`src/rtl/fetch_queue.sv`:
```
// fetch_queue: instruction fetch front end feeding the IF/ID register.
// Issues sequential requests to a variable-latency, in-order imem port.
// Returned {pc, instruction} pairs are buffered in a DEPTH-entry FIFO whose
// head drives IF/ID. A redirect flushes the FIFO and discards every response
// that is still in flight.
// Optional build macro FETCH_BYPASS_EN: when it is defined, a response that
// arrives at an empty, idle queue goes straight to if_* in the same cycle.
module fetch_queue #(
  parameter logic [31:0] RESET_PC = 32'h0000_0000,
  parameter int          DEPTH    = 4,
  parameter logic [31:0] NOP_INST = 32'h0000_0013
) (
  input  logic                     clk,
  input  logic                     reset,
  output logic                     imem_req_valid,
  input  logic                     imem_req_ready,
  output logic [31:0]              imem_req_addr,
  input  logic                     imem_resp_valid,
  input  logic [31:0]              imem_resp_data,
  input  logic                     redirect_valid,
  input  logic [31:0]              redirect_pc,
  input  logic                     stall,
  output logic                     if_valid,
  output logic [31:0]              if_pc,
  output logic [31:0]              if_instruction,
  output logic [$clog2(DEPTH):0]   queue_count
);

  localparam int AW = $clog2(DEPTH);
  localparam int CW = AW + 1;

  // Control state.
  logic          r_active;      // low for the first cycle after reset so no request issues during reset
  logic [31:0]   r_fetch_pc;
  logic [CW-1:0] r_outstanding;
  logic [CW-1:0] r_drop_cnt;
  logic [CW-1:0] r_count;
  logic [AW-1:0] r_rd_ptr;
  logic [AW-1:0] r_wr_ptr;
  logic [AW-1:0] r_tag_rd;
  logic [AW-1:0] r_tag_wr;
  logic [31:0]   r_last_pc;

  // Storage: the tag FIFO holds the pc of each request in flight; the queue
  // holds the returned pairs.
  logic [31:0]   r_tag    [DEPTH];
  logic [31:0]   r_q_pc   [DEPTH];
  logic [31:0]   r_q_inst [DEPTH];

  logic          w_credit;
  logic          w_req_fire;
  logic          w_resp_drop;
  logic          w_resp_keep;
  logic          w_bypass;
  logic          w_push;
  logic          w_pop;
  logic [31:0]   w_redirect_pc;

  // Credit covers both the buffered entries and the requests in flight, so a
  // response always has a free slot waiting for it.
  assign w_credit      = ({1'b0, r_count} + {1'b0, r_outstanding}) < (CW+1)'(DEPTH);
  assign imem_req_valid = r_active && w_credit && !redirect_valid;
  assign imem_req_addr  = r_fetch_pc;
  assign w_req_fire    = imem_req_valid && imem_req_ready;

  // A response arriving during a redirect belongs to the stale stream.
  assign w_resp_drop   = imem_resp_valid && ((r_drop_cnt != '0) || redirect_valid);
  assign w_resp_keep   = imem_resp_valid && !w_resp_drop;
  assign w_redirect_pc = redirect_pc & 32'hFFFF_FFFC;

`ifdef FETCH_BYPASS_EN
  assign w_bypass = w_resp_keep && (r_count == '0) && !stall;
`else
  assign w_bypass = 1'b0;
`endif

  assign w_push      = w_resp_keep && !w_bypass;
  assign w_pop       = (r_count != '0) && !stall;
  assign queue_count = r_count;

  // Select what IF/ID sees: the bypassed response, the queue head, or a bubble.
  always_comb begin
    // NOTE: every output gets a default first so no path can infer a latch.
    if_valid       = 1'b0;
    if_pc          = r_last_pc;
    if_instruction = NOP_INST;
    if (w_bypass) begin
      if_valid       = 1'b1;
      if_pc          = r_tag[r_tag_rd];
      if_instruction = imem_resp_data;
    end else if (r_count != '0) begin
      if_valid       = 1'b1;
      if_pc          = r_q_pc[r_rd_ptr];
      if_instruction = r_q_inst[r_rd_ptr];
    end
  end

  // Fetch pointer, in-flight bookkeeping and queue occupancy; a redirect takes priority.
  always_ff @(posedge clk or negedge reset) begin
    // NOTE: state updates use non-blocking assignments so every register samples pre-edge values.
    if (!reset) begin
      r_active      <= 1'b0;
      r_fetch_pc    <= RESET_PC;
      r_outstanding <= '0;
      r_drop_cnt    <= '0;
      r_count       <= '0;
      r_rd_ptr      <= '0;
      r_wr_ptr      <= '0;
      r_tag_rd      <= '0;
      r_tag_wr      <= '0;
      r_last_pc     <= '0;
    end else begin
      r_active      <= 1'b1;
      r_last_pc     <= if_pc;
      r_outstanding <= r_outstanding + CW'(w_req_fire) - CW'(imem_resp_valid);
      if (w_req_fire)      r_tag_wr <= r_tag_wr + AW'(1);
      if (imem_resp_valid) r_tag_rd <= r_tag_rd + AW'(1);
      if (redirect_valid) begin
        r_fetch_pc <= w_redirect_pc;
        r_drop_cnt <= r_outstanding - CW'(imem_resp_valid);
        r_count    <= '0;
        r_rd_ptr   <= '0;
        r_wr_ptr   <= '0;
      end else begin
        if (w_req_fire)  r_fetch_pc <= r_fetch_pc + 32'd4;
        if (w_resp_drop) r_drop_cnt <= r_drop_cnt - CW'(1);
        if (w_push)      r_wr_ptr   <= r_wr_ptr + AW'(1);
        if (w_pop)       r_rd_ptr   <= r_rd_ptr + AW'(1);
        r_count <= r_count + CW'(w_push) - CW'(w_pop);
      end
    end
  end

  // Tag and queue payload writes.
  always_ff @(posedge clk) begin
    // NOTE: payload arrays carry no reset; occupancy and pointers alone decide what is valid.
    if (w_req_fire) r_tag[r_tag_wr] <= r_fetch_pc;
    if (w_push) begin
      r_q_pc[r_wr_ptr]   <= r_tag[r_tag_rd];
      r_q_inst[r_wr_ptr] <= imem_resp_data;
    end
  end

endmodule

```
`config.mk`:
```
export PLATFORM = sky130hd
export DESIGN_NAME = fetch_queue
export DESIGN_NICKNAME = d
export VERILOG_FILES = /design/src/rtl/fetch_queue.sv
export SDC_FILE = /design/constraint.sdc
export NUM_CORES = 1
export LEC_CHECK = 0
export BUFFER_PORTS_ARGS = -buffer_cell sky130_fd_sc_hd__buf_2
export CAP_MARGIN = 20
export CELL_PAD_IN_SITES_DETAIL_PLACEMENT = 1
export CELL_PAD_IN_SITES_GLOBAL_PLACEMENT = 2
export CORE_MARGIN = 4
export CORE_UTILIZATION = 48
export DETAILED_ROUTE_END_ITERATION = 7
export PLACE_DENSITY_LB_ADDON = 0.1
export SYNTH_ARGS = -nofsm -noshare
export SYNTH_HDL_FRONTEND = slang
export SYNTH_SLANG_ARGS = --single-unit
```
`constraint.sdc`:
```
create_clock -name clk -period 4.4 [get_ports clk]
set_input_delay 0.44 -clock clk [delete_from_list [all_inputs] [get_ports clk]]
set_output_delay 0.44 -clock clk [all_outputs]
set_load 0.01 [all_outputs]
```
==> results of run 1 <==
## registers in the layout, summed over array words and instances, names as in the netlist
register,count
r_q_inst,128
r_q_pc,120
r_tag,120
r_last_pc,32
imem_req_addr,30
queue_count,3
r_drop_cnt,3
r_outstanding,3
r_rd_ptr,2
r_tag_rd,2
r_tag_wr,2
r_wr_ptr,2
r_active,1
## cell usage after synthesis, types with 2 or more instances
library cell / count / area, um2
or3_1: 2 / 12.5
o211ai_1: 4 / 30.0
a32oi_1: 2 / 17.5
a31oi_1: 5 / 31.3
buf_4: 3 / 22.5
mux2i_1: 3 / 30.0
or2_2: 4 / 25.0
and3_1: 4 / 25.0
a221o_1: 3 / 30.0
clkbuf_1: 18 / 67.6
nand3_1: 21 / 105
conb_1: 2 / 7.51
a21o_1: 2 / 15.0
edfxtp_1: 368 / 11100
mux4_2: 92 / 2070
nor2_1: 20 / 75.1
mux2_2: 31 / 349
fa_1: 2 / 40.0
a41oi_1: 3 / 26.3
xnor2_1: 9 / 78.8
o21ai_0: 25 / 125
and4_1: 2 / 17.5
ha_1: 19 / 238
xor2_1: 12 / 105
nor3_1: 4 / 20.0
and2_1: 40 / 250
nor2b_1: 3 / 18.8
inv_1: 17 / 63.8
o311ai_0: 7 / 61.3
buf_1: 7 / 26.3
buf_2: 15 / 75.1
and3_2: 2 / 15.0
nor4_4: 2 / 42.5
nand2_1: 43 / 161
nand4_1: 6 / 37.5
dfrtp_1: 80 / 2000
a21oi_1: 5 / 25.0
## cells by family (layout without fill, tap and decap cells)
group,Yosys count,after routing
compound gates,57,57
xor+xnor,21,21
fa+ha+maj,21,21
buf+inv,61,297
flops,448,448
mux,126,126
other cells,2,3
simple gates,164,164
## power by group through the flow
stage | Clock, mW | Combinational, mW | Sequential [mW]
2_1_floorplan | 0 | 2.03 | 5.41
3_3_place_gp | 0 | 2.79 | 5.67
3_5_place_dp | 0 | 2.84 | 5.70
4_1_cts | 4.03 | 2.86 | 5.61
5_1_grt | 4.24 | 3.06 | 5.66
6_report | 3.93 | 2.77 | 5.59
## worst reg2reg max path: stages, from the launching register on
cell	delay [ns]
dfrtp_1	0.44
ha_1	0.23
nor4b_1	0.36
and4_2	0.31
buf_4	0.29
and2_1	0.52
buf_4	0.43
## stage by stage
stage,utilization [%],area (um2),power (mW),hold WS [ns]
6_report,57.3,20500,12.3,0.106
3_5_place_dp,53.0,18900,8.54,0.467
5_1_grt,57.3,20500,13.0,0.0958
3_3_place_gp,53.0,18900,8.46,0.464
4_1_cts,57.3,20500,12.5,0.0823
2_1_floorplan,-,17500,7.44,0.144
## layout make-up
type	instances	area [um2]	area share (%)
Clock buffer	73	1380	6.72
Sequential cell	448	13100	63.7
Timing Repair Buffer	191	1040	5.06
Clock inverter	15	168	0.818
Tap cell	461	577	2.82
Multi-Input combinational cell	392	4200	20.5
Inverter	18	67.6	0.330
## per-layer routing
layer,GRT usage [%],vias up,part of all wire (%)
met5,0,-,0
met4,4.00,0,1.7
met3,2.95,45,4.7
met2,32.2,204,50
met1,27.2,4660,44
li1,-,3957,-
## path summary, 6_finish.rpt
path / to / slack (ns)
max in group asynchronous: r_last_pc[19] / 2.96
min in group asynchronous: r_active / 0.47
hold / removal: imem_req_addr[10] / 0.11
hold reg to reg: r_last_pc[0] / 0.47
setup / recovery: if_pc[13] / 1.13
setup reg to reg: r_tag[3][18] / 1.47
## what timing repair did
| item | CTS | global route |
|---|---|---|
| endpoints found under the hold margin | 47 | 0 |
| setup endpoints to repair | 0 | 0 |
| hold buffers | 1 | 0 |
==> summary.txt, run 1 <==
STA
  – Setup_tns: 0 ns
  – Clock Skews: 0.0134 ns
  – Worst slew margin relative to its limit: 41.3%
  – Part of the cycle the worst path needs: 74.3%
  – Hold Vio Cnt, Final: 0
  – Final max-slew violation count: 0
  – Number of failing setup endpoints in the final timing report: 0
  – RSZ-0062 raised after global routing: false
  – Minimum clock period: 3.27 ns
  – Final worst setup slack: 1.13 ns
  – Maximum achievable frequency: 306 MHz
  – Worst Max-Slew Pin Slew: 0.881 ns

Floorplan
  – Die width: 199 um
  – Die outline area: 0.0396 mm2
  – Effective utilization at floorplan: 49.0%
  – Area of the placeable core: 0.0357 mm2
  – DIE HEIGHT: 199 um
  – Row count: 69
  – Top-level I/O count: 171

Cells and area
  – Area growth, synth to finish: 17.0%
  – Fraction of layout cells with a size suffix above 1: 35.3%
  – Most used cells in the layout excluding fill and tap cells: edfxtp_1, buf_2, mux4_2, dfrtp_1, clkbuf_16
  – Count of non-filler cells in the finished layout: 1598
  – Number of fill cells in the layout: 3248
  – Nets: 1190
  – Antenna cell count: 0
  – Commonest non-fill, non-tap cell in the layout: edfxtp_1

Setup path
  – Maximum single-stage delay on the critical path: 0.78 ns
  – Buffer and inverter count on the worst path: 2
  – Startpoint of the worst setup timing path: r_rd_ptr[0]
  – Sequence of cells on the critical path: buf_4 > mux4_2 > mux2_2 > buf_2
  – WP data arrival: 2.83 ns
  – Required time at the endpoint of the critical path: 3.96 ns
  – Critical register-to-register path startpoint: queue_count[1]
  – Path type of the worst setup path: reg -> out
  – Kind of cell with the highest combined delay on the critical path: multiplexers
  – Endpoint class of the critical path: output port
  – Worst-case reg-to-reg path depth: 6
  – Worst-path fanout max: 28
  – Cell with the biggest individual delay on the critical path: dfrtp_4
  – CP startpoint kind: register
  – Critical path depth: 4

Placement
  – Port bufs: 166
  – Final weighted congestion of routability-driven global placement: 0.717
  – Worst slack at placement: 1.39 ns
  – Hpwl dp: 24000 um
  – Number of cells after detailed placement: 1509

Power and ir drop
  – Clock group share of total power: 32.0%
  – Sequential share of power: 45.5%
  – Static Leak: 7.29 nW
  – Combinational Power Share: 22.5%
  – Switch share: 27.3%
  – Psw: 3.36 mW
  – Max VDD drop: 282 uV
  – PwrDens: 600 mW/mm2
  – Int Power: 8.93 mW

Synth
  – Combinational family with the most area after synthesis: multiplexers
  – Number of enable flip-flop cells after synthesis: 368
  – Post-synthesis simple-gate area fraction: 5.16%
  – Count of synthesis-stage warnings from yosys: 0
  – Adder-cell share of the synthesized area: 1.59%
  – Part of the Yosys area used for sequential elements: 74.6%
  – Post-synthesis instance area: 0.0175 mm2
  – Compound-Gate Fraction of Synth Area: 2.12%
  – Mux cell area share after synthesis: 14.0%
  – Instance count of the mapped netlist: 900
  – XOR/XNOR Fraction of Synth Area: 1.05%
  – Number of flip-flops and latches in the synthesized netlist: 448
  – Main flop type after synthesis: edfxtp_1
  – Number of distinct library cell variants in the gate-level netlist after synthesis: 50
  – Fraction of registers with async set or reset after synthesis: 17.9%
  – Average instance area after synthesis: 19.5 um2

Min path
  – Hold Crit Depth: 3
  – Worst min-delay path startpoint: redirect_pc[10]
  – Class of the tightest hold or removal check: in -> reg

Clock tree
  – Number of buffers added for setup after CTS: 0
  – CTS Root Buffer Type: clkbuf_16
  – Clock Latency Late Sink: 0.54 ns
  – Clock-pin slew of the registers on the worst-case setup and hold paths: 0.06 ns
  – CTS Buffer Depth: 3
  – CTS tree: built
  – Total of cells resized after clock tree synthesis: 0
  – Number of buffers created by CTS: 48
  – Number of sinks handled by clock tree synthesis: 448
  – CTS H-tree lvls: 2

Detailed routing
  – DRC violations left: 0
  – Antenna-violating nets left: 0
  – Wire length after detailed routing: 37200 um
  – Routed wirelength normalized by instance count: 23.3 um
  – Number of detailed-route iterations in the first pass: 4
  – Routed via count: 8866
  – Number of vias per cell: 5.55
  – DRC violation total after the first TritonRoute iteration: 499

Flow run
  – Number of max-cap violations: 0

GRT
  – Total track usage: 19.2%
  – Via count of the first global-routing pass: 9685
  – Wire length of the first global-routing pass: 58000 um
  – Antenna violations before repair: 0
  – Total congestion overflow: 0
  – Maximum number of pins on one net before global-route repair: 54

Status
  – Status: completed
Power figures use the tool's default switching activity.
==> run 2, diff against run 1 <==
ABC_AREA = 1   (was not set)
CORE_UTILIZATION = 36   (was 48)
clock period = 2.87 ns   (was 4.4 ns; I/O delays follow)
==> run 2 against run 1 <==
Via count up 40%. Global-route usage down 1.9 points. Utilization is 13 points lower. Count of clock-buffer cells in the layout fell by 7. Routed wire length up 28%. Sequential power up 52%. Non-clock buffer count increased by 78. Largest cell class unchanged.
==> summary.txt, run 2 <==
Status
  – Status: completed

Power and ir drop
  – Switch share: 33.3% (+5.9 points)
  – Max VDD drop: 508 uV (+80%)
  – Combinational Power Share: 27.4% (+4.9 points)
  – Static Leak: 8.48 nW (+16%)
  – PwrDens: 907 mW/mm2 (+51%)
  – Sequential share of power: 41.7% (-3.8 points)
  – Psw: 6.80 mW (+100%)
  – Clock group share of total power: 30.9% (-1.1 points)
  – Int Power: 13.6 mW (+53%)

STA
  – RSZ-0062 raised after global routing: false
  – Minimum clock period: 2.67 ns
  – Hold Vio Cnt, Final: 0 (unchanged)
  – Part of the cycle the worst path needs: 92.9%
  – Worst-case hold slack: 0.0547 ns (-0.0516 ns)
  – Final max-slew violation count: 0 (unchanged)
  – Worst slew margin relative to its limit: 40.4% (-0.91 points)
  – Final worst setup slack: 0.204 ns (-0.928 ns)
  – Maximum achievable frequency: 375 MHz
  – Number of failing setup endpoints in the final timing report: 0 (unchanged)
  – Worst Max-Slew Pin Slew: 0.895 ns (+0.0137 ns)
  – Setup_tns: 0 ns (unchanged)
  – Clock Skews: 0.0267 ns (+0.0133 ns)

Detailed routing
  – Number of vias per cell: 4.85 (-13%)
  – DRC violation total after the first TritonRoute iteration: 489 (-2.0%)
  – Routed via count: 12400 (+40%)
  – Routed wirelength normalized by instance count: 18.5 um (-20%)
  – Antenna-violating nets left: 0 (unchanged)
  – Wire length after detailed routing: 47600 um (+28%)
  – DRC violations left: 0 (unchanged)
  – Number of detailed-route iterations in the first pass: 4 (unchanged)

Synth
  – Most common library cells after synthesis: nor2_1, edfxtp_1, nand2_1
  – Instance count of the mapped netlist: 1616 (+80%)
  – Part of the Yosys area used for sequential elements: 70.8% (-3.7 points)
  – Main flop type after synthesis: edfxtp_1
  – Number of flip-flops and latches in the synthesized netlist: 448 (unchanged)
  – Ranking of synthesized cells by area: edfxtp_1, dfrtp_1, nor2_1
  – Area share of the largest cell type after synthesis: 60.0% (-3.2 points)
  – Post-synthesis instance area: 0.0184 mm2 (+5.3%)
  – Count of synthesis-stage warnings from yosys: 0 (unchanged)
  – Library cell with the largest summed area after synthesis: edfxtp_1
  – Fraction of registers with async set or reset after synthesis: 17.9% (unchanged)
  – Most common cell in the synthesized netlist: nor2_1
  – Average instance area after synthesis: 11.4 um2 (-41%)
  – Number of distinct library cell variants in the gate-level netlist after synthesis: 35 (-30%)
  – Number of enable flip-flop cells after synthesis: 368 (unchanged)

Clock tree
  – Number of buffers created by CTS: 50 (+4.2%)
  – CTS tree: built
  – CTS H-tree lvls: 2 (unchanged)
  – Number of sinks handled by clock tree synthesis: 448 (unchanged)
  – Clock-pin slew of the registers on the worst-case setup and hold paths: 0.06 ns (about the same)
  – Clock Latency Late Sink: 0.59 ns (+0.05 ns)
  – Number of buffers added for setup after CTS: 0 (unchanged)
  – CTS Buffer Depth: 3 (unchanged)
  – CTS Root Buffer Type: clkbuf_16
  – Total of cells resized after clock tree synthesis: 0 (unchanged)

Floorplan
  – Row count: 82 (+19%)
  – Effective utilization at floorplan: 36.6% (-12 points)
  – Area of the placeable core: 0.0504 mm2 (+41%)
  – Top-level I/O count: 171 (unchanged)
  – Die outline area: 0.0549 mm2 (+39%)
  – DIE HEIGHT: 234 um (+18%)
  – Die width: 234 um (+18%)

Cells and area
  – Top flop regs: r_q_inst: 128 flops, r_q_pc: 120 flops, r_tag: 120 flops
  – Area growth, synth to finish: 22.2%
  – Most used cells in the layout excluding fill and tap cells: nor2_1, edfxtp_1, nand2_1, o21ai_0, buf_2
  – Nets: 1945 (+63%)
  – Largest register by flop count: r_q_inst
  – Largest register FFs: 128 (unchanged)
  – Count of non-filler cells in the finished layout: 2569 (+61%)
  – Fraction of layout cells with a size suffix above 1: 16.5% (-19 points)
  – Number of fill cells in the layout: 5462 (+68%)
  – Commonest non-fill, non-tap cell in the layout: nor2_1

Placement
  – Port bufs: 166 (unchanged)
  – Hpwl dp: 29300 um (+22%)
  – Number of cells after detailed placement: 2410 (+60%)
  – Final weighted congestion of routability-driven global placement: 0.734 (+2.3%)
  – Worst slack at placement: 0.447 ns (-0.947 ns)

Setup path
  – WP data arrival: 2.38 ns (-0.45 ns)
  – Required time at the endpoint of the critical path: 2.58 ns (-1.38 ns)
  – CP startpoint kind: register
  – Path type of the worst setup path: reg -> out
  – Terminus of the critical flop-to-flop path: queue_count[2]
  – Endpoint class of the critical path: output port
  – Worst-case reg-to-reg path depth: 10 (+4)
  – Setup slack of the most critical reg-to-reg path: 0.47 ns (-1.00 ns)
  – Worst-path fanout max: 82 (+190%)
  – Critical register-to-register path startpoint: r_drop_cnt[0]

GRT
  – Antenna violations before repair: 1 (+1)
  – Via count of the first global-routing pass: 12800 (+32%)
  – Total track usage: 17.3% (-1.9 points)
  – GRT met1 Usage: 22.0% (-5.1 points)
  – M2 GR Usage: 30.5% (-1.7 points)
  – Maximum number of pins on one net before global-route repair: 83 (+54%)
  – Total congestion overflow: 0 (unchanged)
  – Most utilized layer in the global route result: met2
  – Global-route met3 utilization: 2.83% (-0.12 points)
  – Wire length of the first global-routing pass: 73000 um (+26%)

Min path
  – Hold Crit Depth: 2 (-1)
  – Class of the tightest hold or removal check: in -> reg
  – Worst min-delay path startpoint: imem_resp_valid
  – End point of the worst hold path: r_tag_rd[0]

Flow run
  – Number of max-cap violations: 0 (unchanged)
[run 2: changes by cell type after synthesis, sizes merged, moves of 41 or more]
cell | previous run | this run
mux4 | 92 | 0
o21ai | 25 | 193
inv | 18 | 78
nor2 | 20 | 406
nand2 | 43 | 197
nand3 | 22 | 63
[run 2: timing repair]
| item | CTS | global route |
|---|---|---|
| hold endpoints to repair | 200 | 0 |
| endpoints found under the setup margin | 0 | 0 |
| hold buffers | 64 | 0 |
[run 2: layout make-up]
type,instances,area [um2],share of cell area [%]
clock buffer,66,1370,6.09
tap,672,841,3.73
timing repair buffer,269,1940,8.62
antenna,1,2.50,0.0111
multi-input combinational,1004,4710,20.9
clock inverter,28,289,1.28
inverter,81,309,1.37
sequential,448,13100,58.0
[run 2: worst max path at each step]
stage | start | depth (start not counted) | slack [ns] | endpoint
floorplan | queue_count[2] | 7 | -0.13 | r_tag[0][10]
global placement | r_drop_cnt[0] | 10 | 0.42 | queue_count[2]
detailed placement | r_drop_cnt[0] | 10 | 0.45 | queue_count[2]
CTS | r_rd_ptr[0] | 5 | 0.09 | if_pc[17]
global route | r_rd_ptr[0] | 6 | 0.04 | if_pc[20]
finish | r_rd_ptr[0] | 5 | 0.20 | if_pc[20]
[run 2: worst max-delay path, cell delays in order (launching register included)]
cell,delay [ns]
dfrtp_4,0.58
inv_2,0.12
buf_12,0.31
o21ai_0,0.16
a31oi_1,0.39
buf_2,0.21
[run 2: kinds of logic (layout without fill, tap and decap cells)]
logic type,after synthesis,in the layout,synth area share [%]
and+or+nand+nor,670,670,14.4
AOI/OAI and AO/OA,293,293,8.49
xor gates and xnor gates,16,16,0.760
DFF,448,448,70.8
other,2,4,0.0408
buffers and inverters,165,444,3.86
adders and majority gates,21,21,1.51
muxes,1,1,0.0543
[run 2: layer usage]
metal	vias to the layer above	wire length (um)
li1	6053	-
met1	6152	21300
met2	187	23600
met3	57	1710
met4	0	945
met5	-	0
[run 2: metrics by stage]
step	cell area, um2	total power, mW	util [%]
2_1_floorplan	18400	11.8	-
3_3_place_gp	20200	14.2	40.1
3_5_place_dp	20200	14.3	40.1
4_1_cts	22500	20.8	44.7
5_1_grt	22500	21.7	44.7
6_report	22500	20.4	44.7
[run 2: power groups by stage]
| stage | Sequential [mW] | Combinational, mW | Clock [mW] |
|---|---|---|---|
| after detailed placement | 8.67 | 5.66 | 0 |
| after floorplan | 8.51 | 3.33 | 0 |
| after CTS | 8.54 | 5.75 | 6.51 |
| final | 8.52 | 5.59 | 6.32 |
| after global routing | 8.60 | 6.31 | 6.80 |
| after global placement | 8.64 | 5.52 | 0 |
